===== src/rtl/wave_gen_pkg.sv =====
// Shared types and defaults for the wave_gen square-wave generator.
// The optional pass counter is enabled by defining WAVE_GEN_PASS_COUNT_EN.
package wave_gen_pkg;

  localparam int DEPTH_DEF = 8;
  localparam int WIDTH_DEF = 16;

  typedef logic [WIDTH_DEF-1:0] seg_t;

  typedef enum logic [0:0] {
    IDLE = 1'b0,
    RUN  = 1'b1
  } wg_state_t;

endpackage


===== src/rtl/wave_gen_table.sv =====
// Segment-length register file: async clear, one synchronous write port,
// one combinational read port.
module wave_gen_table
  import wave_gen_pkg::*;
#(
  parameter int DEPTH = DEPTH_DEF,
  parameter int WIDTH = WIDTH_DEF,
  localparam int AW = $clog2(DEPTH)
) (
  input  logic             Clock,
  input  logic             nReset,
  input  logic             we,
  input  logic [AW-1:0]    waddr,
  input  logic [WIDTH-1:0] wdata,
  input  logic [AW-1:0]    raddr,
  output logic [WIDTH-1:0] rdata
);

  logic [WIDTH-1:0] mem_r [DEPTH];

  // Table storage; a write lands at the edge and is readable right after it.
  always_ff @(posedge Clock or negedge nReset) begin
    if (!nReset) begin
      for (int i = 0; i < DEPTH; i++) begin
        mem_r[i] <= {WIDTH{1'b0}};
      end
    end else if (we) begin
      mem_r[waddr] <= wdata;
    end
  end

  assign rdata = mem_r[raddr];

endmodule


===== src/rtl/wave_gen.sv =====
// Programmable square-wave generator: plays DEPTH segment lengths as
// alternating high/low levels, one-shot or looping. WAVE_GEN_PASS_COUNT_EN adds pass_cnt.
module wave_gen
  import wave_gen_pkg::*;
#(
  parameter int DEPTH = DEPTH_DEF,
  parameter int WIDTH = WIDTH_DEF,
  localparam int AW = $clog2(DEPTH)
) (
  input  logic             Clock,
  input  logic             nReset,
  input  logic             load_en,
  input  logic [AW-1:0]    load_addr,
  input  logic [WIDTH-1:0] load_data,
  input  logic             loop,
  input  logic             start,
  input  logic             stop,
  output logic             out_wave,
  output logic             busy,
  output logic             done,
  output logic [AW-1:0]    seg_idx
`ifdef WAVE_GEN_PASS_COUNT_EN
  ,
  output logic [WIDTH-1:0] pass_cnt
`endif
);

  localparam logic [WIDTH-1:0] CNT_ONE  = WIDTH'(1);
  localparam logic [AW-1:0]    IDX_ONE  = AW'(1);
  localparam logic [AW-1:0]    IDX_LAST = AW'(DEPTH - 1);

  wg_state_t        state_r, state_nxt_s;
  logic [WIDTH-1:0] cnt_r, cnt_nxt_s;
  logic [AW-1:0]    idx_r, idx_nxt_s;
  logic             loop_r, loop_nxt_s;
  logic             out_wave_r, busy_r, done_r, done_nxt_s;
  logic [AW-1:0]    raddr_s;
  logic [WIDTH-1:0] rdata_s;

  // While running, the read port always looks at the entry to load next;
  // index arithmetic wraps naturally because DEPTH is a power of two.
  assign raddr_s = (state_r == RUN) ? (idx_r + IDX_ONE) : {AW{1'b0}};

  wave_gen_table #(.DEPTH(DEPTH), .WIDTH(WIDTH)) u_table (
    .Clock  (Clock),
    .nReset (nReset),
    .we     (load_en),
    .waddr  (load_addr),
    .wdata  (load_data),
    .raddr  (raddr_s),
    .rdata  (rdata_s)
  );

  // Next-state, counter and index logic; a zero entry counts through the wrap.
  always_comb begin
    state_nxt_s = state_r;
    cnt_nxt_s   = cnt_r;
    idx_nxt_s   = idx_r;
    loop_nxt_s  = loop_r;
    done_nxt_s  = 1'b0;
    case (state_r)
      IDLE: begin
        if (start && !stop) begin
          state_nxt_s = RUN;
          idx_nxt_s   = {AW{1'b0}};
          cnt_nxt_s   = rdata_s;
          loop_nxt_s  = loop;
        end else begin
          state_nxt_s = IDLE;
        end
      end
      RUN: begin
        if (stop) begin
          state_nxt_s = IDLE;
          idx_nxt_s   = {AW{1'b0}};
        end else if (cnt_r == CNT_ONE) begin
          idx_nxt_s = idx_r + IDX_ONE;
          cnt_nxt_s = rdata_s;
          if ((idx_r == IDX_LAST) && !loop_r) begin
            state_nxt_s = IDLE;
            done_nxt_s  = 1'b1;
          end else begin
            state_nxt_s = RUN;
          end
        end else begin
          cnt_nxt_s = cnt_r - CNT_ONE;
        end
      end
      default: begin
        state_nxt_s = IDLE;
        idx_nxt_s   = {AW{1'b0}};
      end
    endcase
  end

  // State and registered outputs.
  always_ff @(posedge Clock or negedge nReset) begin
    if (!nReset) begin
      state_r    <= IDLE;
      cnt_r      <= {WIDTH{1'b0}};
      idx_r      <= {AW{1'b0}};
      loop_r     <= 1'b0;
      out_wave_r <= 1'b0;
      busy_r     <= 1'b0;
      done_r     <= 1'b0;
    end else begin
      state_r    <= state_nxt_s;
      cnt_r      <= cnt_nxt_s;
      idx_r      <= idx_nxt_s;
      loop_r     <= loop_nxt_s;
      out_wave_r <= (state_nxt_s == RUN) && !idx_nxt_s[0];
      busy_r     <= (state_nxt_s == RUN);
      done_r     <= done_nxt_s;
    end
  end

  assign out_wave = out_wave_r;
  assign busy     = busy_r;
  assign done     = done_r;
  assign seg_idx  = idx_r;

`ifdef WAVE_GEN_PASS_COUNT_EN
  logic [WIDTH-1:0] pass_cnt_r;
  logic             pass_end_s;
  logic             start_acc_s;

  assign start_acc_s = (state_r == IDLE) && start && !stop;
  assign pass_end_s  = (state_r == RUN) && !stop && (cnt_r == CNT_ONE) && (idx_r == IDX_LAST);

  // Completed-pass counter, restarted on each accepted start.
  always_ff @(posedge Clock or negedge nReset) begin
    if (!nReset) begin
      pass_cnt_r <= {WIDTH{1'b0}};
    end else if (start_acc_s) begin
      pass_cnt_r <= {WIDTH{1'b0}};
    end else if (pass_end_s) begin
      pass_cnt_r <= pass_cnt_r + CNT_ONE;
    end
  end

  assign pass_cnt = pass_cnt_r;
`endif

endmodule

===== config.mk =====
export PLATFORM = sky130hd
export DESIGN_NAME = wave_gen
export DESIGN_NICKNAME = d
export VERILOG_FILES = /design/src/rtl/wave_gen_pkg.sv /design/src/rtl/wave_gen_table.sv /design/src/rtl/wave_gen.sv
export SDC_FILE = /design/constraint.sdc
export NUM_CORES = 1
export LEC_CHECK = 0
export BUFFER_PORTS_ARGS = -buffer_cell sky130_fd_sc_hd__buf_4
export CAP_MARGIN = 20
export CORE_MARGIN = 3
export CORE_UTILIZATION = 58
export DETAILED_ROUTE_END_ITERATION = 12
export GPL_ROUTABILITY_DRIVEN = 1
export HOLD_SLACK_MARGIN = 0.02
export PLACE_DENSITY = 0.76
export SYNTH_ARGS = -nofsm -noshare
export SYNTH_HDL_FRONTEND = slang
export SYNTH_SLANG_ARGS = --single-unit
export TNS_END_PERCENT = 50

===== constraint.sdc =====
create_clock -name Clock -period 3.1 [get_ports Clock]
set_clock_uncertainty 0.1 [all_clocks]
set_input_delay 0.31 -clock Clock [delete_from_list [all_inputs] [get_ports Clock]]
set_output_delay 0.31 -clock Clock [all_outputs]
set_load 0.05 [all_outputs]

==> results of run 1 <==
==> tightest hold or removal path: stages <==
cell,delay [ns]
buf_4,0.13
nand2_1,0.05
o21ai_0,0.06
==> synth_stat cells, types with 5 or more instances <==
cell      instances  area share
a211oi_1          7      0.0072
a21oi_1          16       0.011
a221oi_1          5      0.0060
buf_2            10      0.0068
clkbuf_1         28       0.014
dfrtp_1         151        0.52
inv_1             6      0.0031
mux2_1            6      0.0092
mux2_2          127        0.19
mux2i_1          15       0.020
mux4_2           11       0.034
nand2_1          40       0.020
nand3_1           6      0.0041
nand4_1           8      0.0068
nand4b_1          8      0.0096
nor2_1           18      0.0092
nor2b_1           9      0.0077
nor3_1            7      0.0048
nor4_1            5      0.0043
o21ai_0          11      0.0075
o221ai_1          7      0.0084
o22a_1            6      0.0072
o22ai_1           8      0.0068
==> state kept, by name, summed over array words and instances, names as in the netlist <==
signal and flops:
busy 1, done 1, u_table.mem_r 128, out_wave 1, seg_idx 3, loop_r 1
cnt_r 16
==> cells by family (layout without fill, tap and decap cells) <==
family                     Yosys count  count (layout)  share of synthesized area
DFF                                151             151                      0.515
muxes                              159             159                      0.258
buffers and inverters               48              95                     0.0283
adders and majority gates            4               4                    0.00682
xor gates and xnor gates             1               1                    0.00119
and+or+nand+nor                    127             127                     0.0958
AOI/OAI and AO/OA                   97              97                     0.0945
==> timing repair <==
action,4_1_cts,5_1_grt
hold endpoints to repair,106,0
hold buffers,2,0
setup buffers,0,0
==> per-layer routing <==
layer	vias up	GRT usage
li1	2279	-
met1	2621	0.391
met2	233	0.389
met3	31	0.0670
met4	0	0.0775
met5	-	0
==> layout make-up <==
cell class                 count  area share
sequential                   151       0.453
multi-input combinational    388       0.401
clock inverter                11     0.00900
clock buffer                  21      0.0540
tap                          168      0.0252
inverter                       6     0.00270
timing repair buffer          57      0.0547
==> layout by cell type, fill, tap and decap left out, types with 5 or more instances in the layout <==
cell / synthesis / final
a211oi_1: 7 / 7
a21oi_1: 16 / 16
a221oi_1: 5 / 5
buf_4: 0 / 52
clkbuf_16: 0 / 17
clkinv_2: 0 / 5
dfrtp_1: 151 / 150
inv_1: 6 / 6
mux2_1: 6 / 6
mux2_2: 127 / 127
mux2i_1: 15 / 15
mux4_2: 11 / 11
nand2_1: 40 / 40
nand3_1: 6 / 6
nand4_1: 8 / 8
nand4b_1: 8 / 8
nor2_1: 18 / 18
nor2b_1: 9 / 9
nor3_1: 7 / 7
nor4_1: 5 / 5
o21ai_0: 11 / 11
o221ai_1: 7 / 7
o22a_1: 6 / 6
o22ai_1: 8 / 8
==> power breakdown <==
| group | total [W] | switching, W | internal (W) | leakage, nW |
|---|---|---|---|---|
| Sequential | 0.00273 | 0.000316 | 0.00241 | 1.82 |
| Clock | 0.00184 | 0.000799 | 0.00104 | 0.258 |
| Combinational | 0.000972 | 0.000440 | 0.000532 | 1.39 |
==> how the worst min path moves through the flow <==
| stage | from | to | cells past startpoint |
|---|---|---|---|
| 2_1_floorplan | nReset | busy | 0 |
| 3_3_place_gp | u_table.mem_r[120] | u_table.mem_r[120] | 1 |
| 3_5_place_dp | u_table.mem_r[120] | u_table.mem_r[120] | 1 |
| 4_1_cts | load_data[13] | u_table.mem_r[125] | 3 |
| 5_1_grt | load_data[8] | u_table.mem_r[120] | 2 |
| 6_report | load_data[13] | u_table.mem_r[125] | 3 |
==> metrics by stage <==
step / cells / hold WS [ns]
finish: 802 / 0.0671
global route: 802 / 0.0652
CTS: 801 / 0.0545
detailed placement: 767 / 0.376
global placement: 767 / 0.369
floorplan: 587 / -0.0856
==> flow_summary.ini, run 1 <==
[synthesis]
synth.ff_latch_count = 151
synth_ff_type = dfrtp_1
synth_cells = 587
syn_avg_cell_area_sq_um = 12.5
yosysSeqAreaShare = 0.515
synthDistinctLibCells = 57
async_reset_ff_frac = 1.00
ys_warn_count = 0
synth.net_count = 616
synth-edff-count = 0
synthesis.area_sq_mm = 0.00734

[routing]
wirelength_mm = 17.8
vias_per_cell = 6.44
routed-wl-met2_mm = 8.11
met1_length_mm = 8.09
wl_per_cell_microns = 22.2
drtPass1Iterations = 5
vias = 5164
met3WireLength_mm = 1.30
route.detailed.drc = 0
top_layer = met4
drt_iter0_drc = 745
ant_nets = 0

[floorplanning]
ios = 31
die-height_microns = 118
fp.dieW_microns = 118
die_area_sq_mm = 0.0140
core_area_sq_mm = 0.0122
num_rows = 40
initial_core_util = 0.601

[timing]
slew_headroom = 0.338
slew_viol_final = 0
worst_pin_slew_ns = 0.993
fmax_ghz = 0.400
setup_viol = 0
hold_violations = 0
setup_ws_ns = 0.602
setup_tns_ns = 0
min_period_over_period = 0.806
rsz0062_at_grt = no
period_minus_slack_ns = 2.50

[final_layout]
layout.nets = 650
finish.utilization = 0.683
antenna_cells = 0
nFillCells = 891
multiInputGateArea_sq_mm = 0.00335
syn_to_final_growth_pct = 13.7
drive_gt1_frac = 0.363
regArea_sq_mm = 0.00378
fin_area_sq_mm = 0.00835

[critical_path]
worstReg2RegStart = seg_idx[0]
r2r-end = cnt_r[15]
cp-endpoint = cnt_r[15]
path_depth = 8
critPathTopFamily = compound AO/OA/AOI/OAI gates
timing.critical_path.from = seg_idx[0]
setup.worst_path.start_class = flop
r2r_cells = 8
r2r_setup_slack_ns = 0.60
required_ns = 3.36
slowest_stage = dfrtp_2
path_buf_inv = 1
cp-end-kind = flop
worst-path-max-fanout = 11
cp.arrival_ns = 2.76
crit_type = flop to flop
path_cells = ha_1 -> ha_1 -> nand2_1 -> buf_4 -> o221ai_1 -> o211a_1 -> o21ai_0 -> o211a_1
slowest_delay_ns = 0.48

[placed_design]
gp_congestion = 0.937
dp_hpwl_mm = 11.7
port_buffers = 30
pre_cts_slack_ns = 0.655
place_area_sq_mm = 0.00778

[global_routing]
antenna_found_initial = 0
first_global_vias = 5226
grt_usage = 0.264
grt_pass1_wl_mm = 28.9
grt_max_degree = 107
grt_overflow = 0

[clock_tree]
clock_path_buffers = 2
clock_latency_ns = 0.42
cts_resized = 0
htree_levels = 4
clk_transition_reported_paths_ns = 0.06
clock-root-buffer = clkbuf_16
cts_tree = done
clkSinkCount = 151
numCtsBuffers = 17

[power_and_ir_drop]
p_leak_nw = 3.47
ir_drop_uv = 697
cellPowerDensity_mw_per_mm2 = 664
power_w = 0.00554

[status]
status = completed

[hold_path]
hp-class = input port to flop

[run]
max_cap_violations = 0
Power figures use the tool's default switching activity.
==> run 2: changes to the inputs <==
--- a/config.mk
+++ b/config.mk
@@ -8,7 +8,7 @@
 export BUFFER_PORTS_ARGS = -buffer_cell sky130_fd_sc_hd__buf_4
 export CAP_MARGIN = 20
 export CORE_MARGIN = 3
-export CORE_UTILIZATION = 58
+export CORE_UTILIZATION = 56
 export DETAILED_ROUTE_END_ITERATION = 12
 export GPL_ROUTABILITY_DRIVEN = 1
 export HOLD_SLACK_MARGIN = 0.02
==> constraint.sdc (replaced) <==
create_clock -name Clock -period 2 [get_ports Clock]
set_clock_uncertainty 0.1 [all_clocks]
set_input_delay 0.2 -clock Clock [delete_from_list [all_inputs] [get_ports Clock]]
set_output_delay 0.2 -clock Clock [all_outputs]
set_load 0.05 [all_outputs]
==> flow_summary.ini, run 2 (same netlist as run 1, synthesis figures left out) <==
[floorplanning]
ios = 31
fp.dieW_microns = 120
die-height_microns = 120
initial_core_util = 0.577
die_area_sq_mm = 0.0145
num_rows = 41
core_area_sq_mm = 0.0127

[timing]
min_period_over_period = 1.06
period_minus_slack_ns = 2.12
worst_pin_slew_ns = 0.457
setup_viol = 10
slew_headroom = 0.695
hold_violations = 0
fmax_ghz = 0.473
slew_viol_final = 0
rsz0062_at_grt = yes
setup_ws_ns = -0.115

[hold_path]
hp-class = input port to flop
hold_depth = 4

[run]
max_cap_violations = 0

[placed_design]
dp_cells = 825
port_buffers = 30
place_area_sq_mm = 0.00831
gp_congestion = 0.943
dp_hpwl_mm = 12.4

[status]
violations = setup timing
status = complete, but fails checks

[critical_path]
worst-path-max-fanout = 5
crit_path_frequent_cell = ha_4
path_cells = ha_4 -> ha_4 -> buf_4 -> mux4_2 -> o22a_1 -> o211ai_1 -> nand4_1
crit_type = flop to flop
cp-end-kind = flop
cp.arrival_ns = 2.30
setup.worst_path.start_class = flop
path_depth = 7
slowest_stage = dfrtp_2
r2r_cells = 7
path_buf_inv = 1
slowest_delay_ns = 0.44
critPathTopFamily = adder cells
required_ns = 2.19

[routing]
vias = 5604
vias_per_cell = 6.30
drt_iter0_drc = 555
ant_nets = 0
route.detailed.drc = 0
wl_per_cell_microns = 22.3
wirelength_mm = 19.8
drtPass1Iterations = 5

[global_routing]
grt_overflow = 0
antenna_found_initial = 0
grt_usage = 0.279
first_global_vias = 5787
grt_max_degree = 67
grt_pass1_wl_mm = 31.1

[final_layout]
final_cell_mix = dfrtp_1, mux2_2, buf_4
syn_to_final_growth_pct = 29.2
finish.utilization = 0.745
antenna_cells = 0
layout.nets = 734
layoutNonFillerInstCount = 889
largest_reg_flops = 128
top_register = u_table.mem_r
drive_gt1_frac = 0.476
fin_area_sq_mm = 0.00948
final_common_cell = dfrtp_1
nFillCells = 806

[clock_tree]
htree_levels = 4
clock_latency_ns = 0.43
clock-root-buffer = clkbuf_16
clock_path_buffers = 2
clk_transition_reported_paths_ns = 0.07
numCtsBuffers = 17
clkSinkCount = 151
cts_tree = done

[power_and_ir_drop]
power_w = 0.00954
cellPowerDensity_mw_per_mm2 = 1010
p_leak_nw = 3.98
ir_drop_uv = 747
[run 2: cell types whose count changed in the layout (fill, tap and decap cells not counted), moves of 4 or more]
cell / before / now
ha_1: 4 / 0
dlygate4sd3_1: 2 / 18
nand2_1: 40 / 36
buf_6: 1 / 9
clkinv_2: 5 / 1
bufinv_16: 0 / 4
o21ai_0: 11 / 4
o21ai_2: 0 / 5
buf_4: 52 / 105
buf_12: 1 / 6
[run 2: path summary, 6_finish.rpt]
check / from / end / slack [ns]
max: seg_idx[0] / cnt_r[7] / -0.12
max in group asynchronous: nReset / u_table.mem_r[29] / 0.93
max reg2reg: seg_idx[0] / cnt_r[7] / -0.12
min in group asynchronous: nReset / u_table.mem_r[66] / 0.17
min: stop / cnt_r[13] / 0.10
min reg2reg: u_table.mem_r[93] / u_table.mem_r[93] / 0.39
[run 2: what timing repair did]
item,CTS,global route
buffers inserted,11,4
endpoints found under the setup margin,16,21
resized for setup,32,30
pin swaps,11,10
cloned,0,0
hold buffers,18,0
hold endpoints to repair,214,0
[run 2: through the flow]
step | setup WS [ns] | hold slack [ns] | TNS, ns
global route | -0.142 | 0.113 | -1.24
finish | -0.115 | 0.104 | -0.548
CTS | -0.0883 | 0.0836 | -0.498
global placement | -0.177 | 0.0659 | -0.723
detailed placement | -0.240 | 0.0668 | -1.24
floorplan | -0.189 | -0.196 | -0.881
[run 2: where the power goes]
part	switching, W	total [W]	internal (W)	leakage, nW
clock	0.00130	0.00339	0.00209	0.296
combinational	0.000867	0.00197	0.00111	1.87
sequential	0.000444	0.00418	0.00374	1.81
[run 2: worst reg2reg max path, delay by kind of cell, from the launching register on]
family / cells / cell delay [ns]
adders and majority gates: 2 / 0.49
DFF: 1 / 0.44
AOI/OAI and AO/OA: 2 / 0.33
and+or+nand+nor: 1 / 0.13
muxes: 1 / 0.32
buffers and inverters: 1 / 0.16
[run 2: final cells by class]
type | instances | area, sq um | share of cell area
Multi-Input combinational cell | 388 | 3600 | 0.379
Clock buffer | 17 | 425 | 0.0449
Timing Repair Buffer | 141 | 1230 | 0.130
Tap cell | 172 | 215 | 0.0227
Inverter | 6 | 26.3 | 0.00277
Clock inverter | 14 | 200 | 0.0211
Sequential cell | 151 | 3780 | 0.399
[run 2: metal layers]
layer / wire, microns / GRT usage / vias up / share of wire
met2: 9860 / 0.457 / 221 / 0.50
met1: 8280 / 0.373 / 2896 / 0.42
met4: 498 / 0.105 / 0 / 0.025
met5: 0 / 0 / - / 0
met3: 1160 / 0.0510 / 42 / 0.059
li1: - / - / 2445 / -
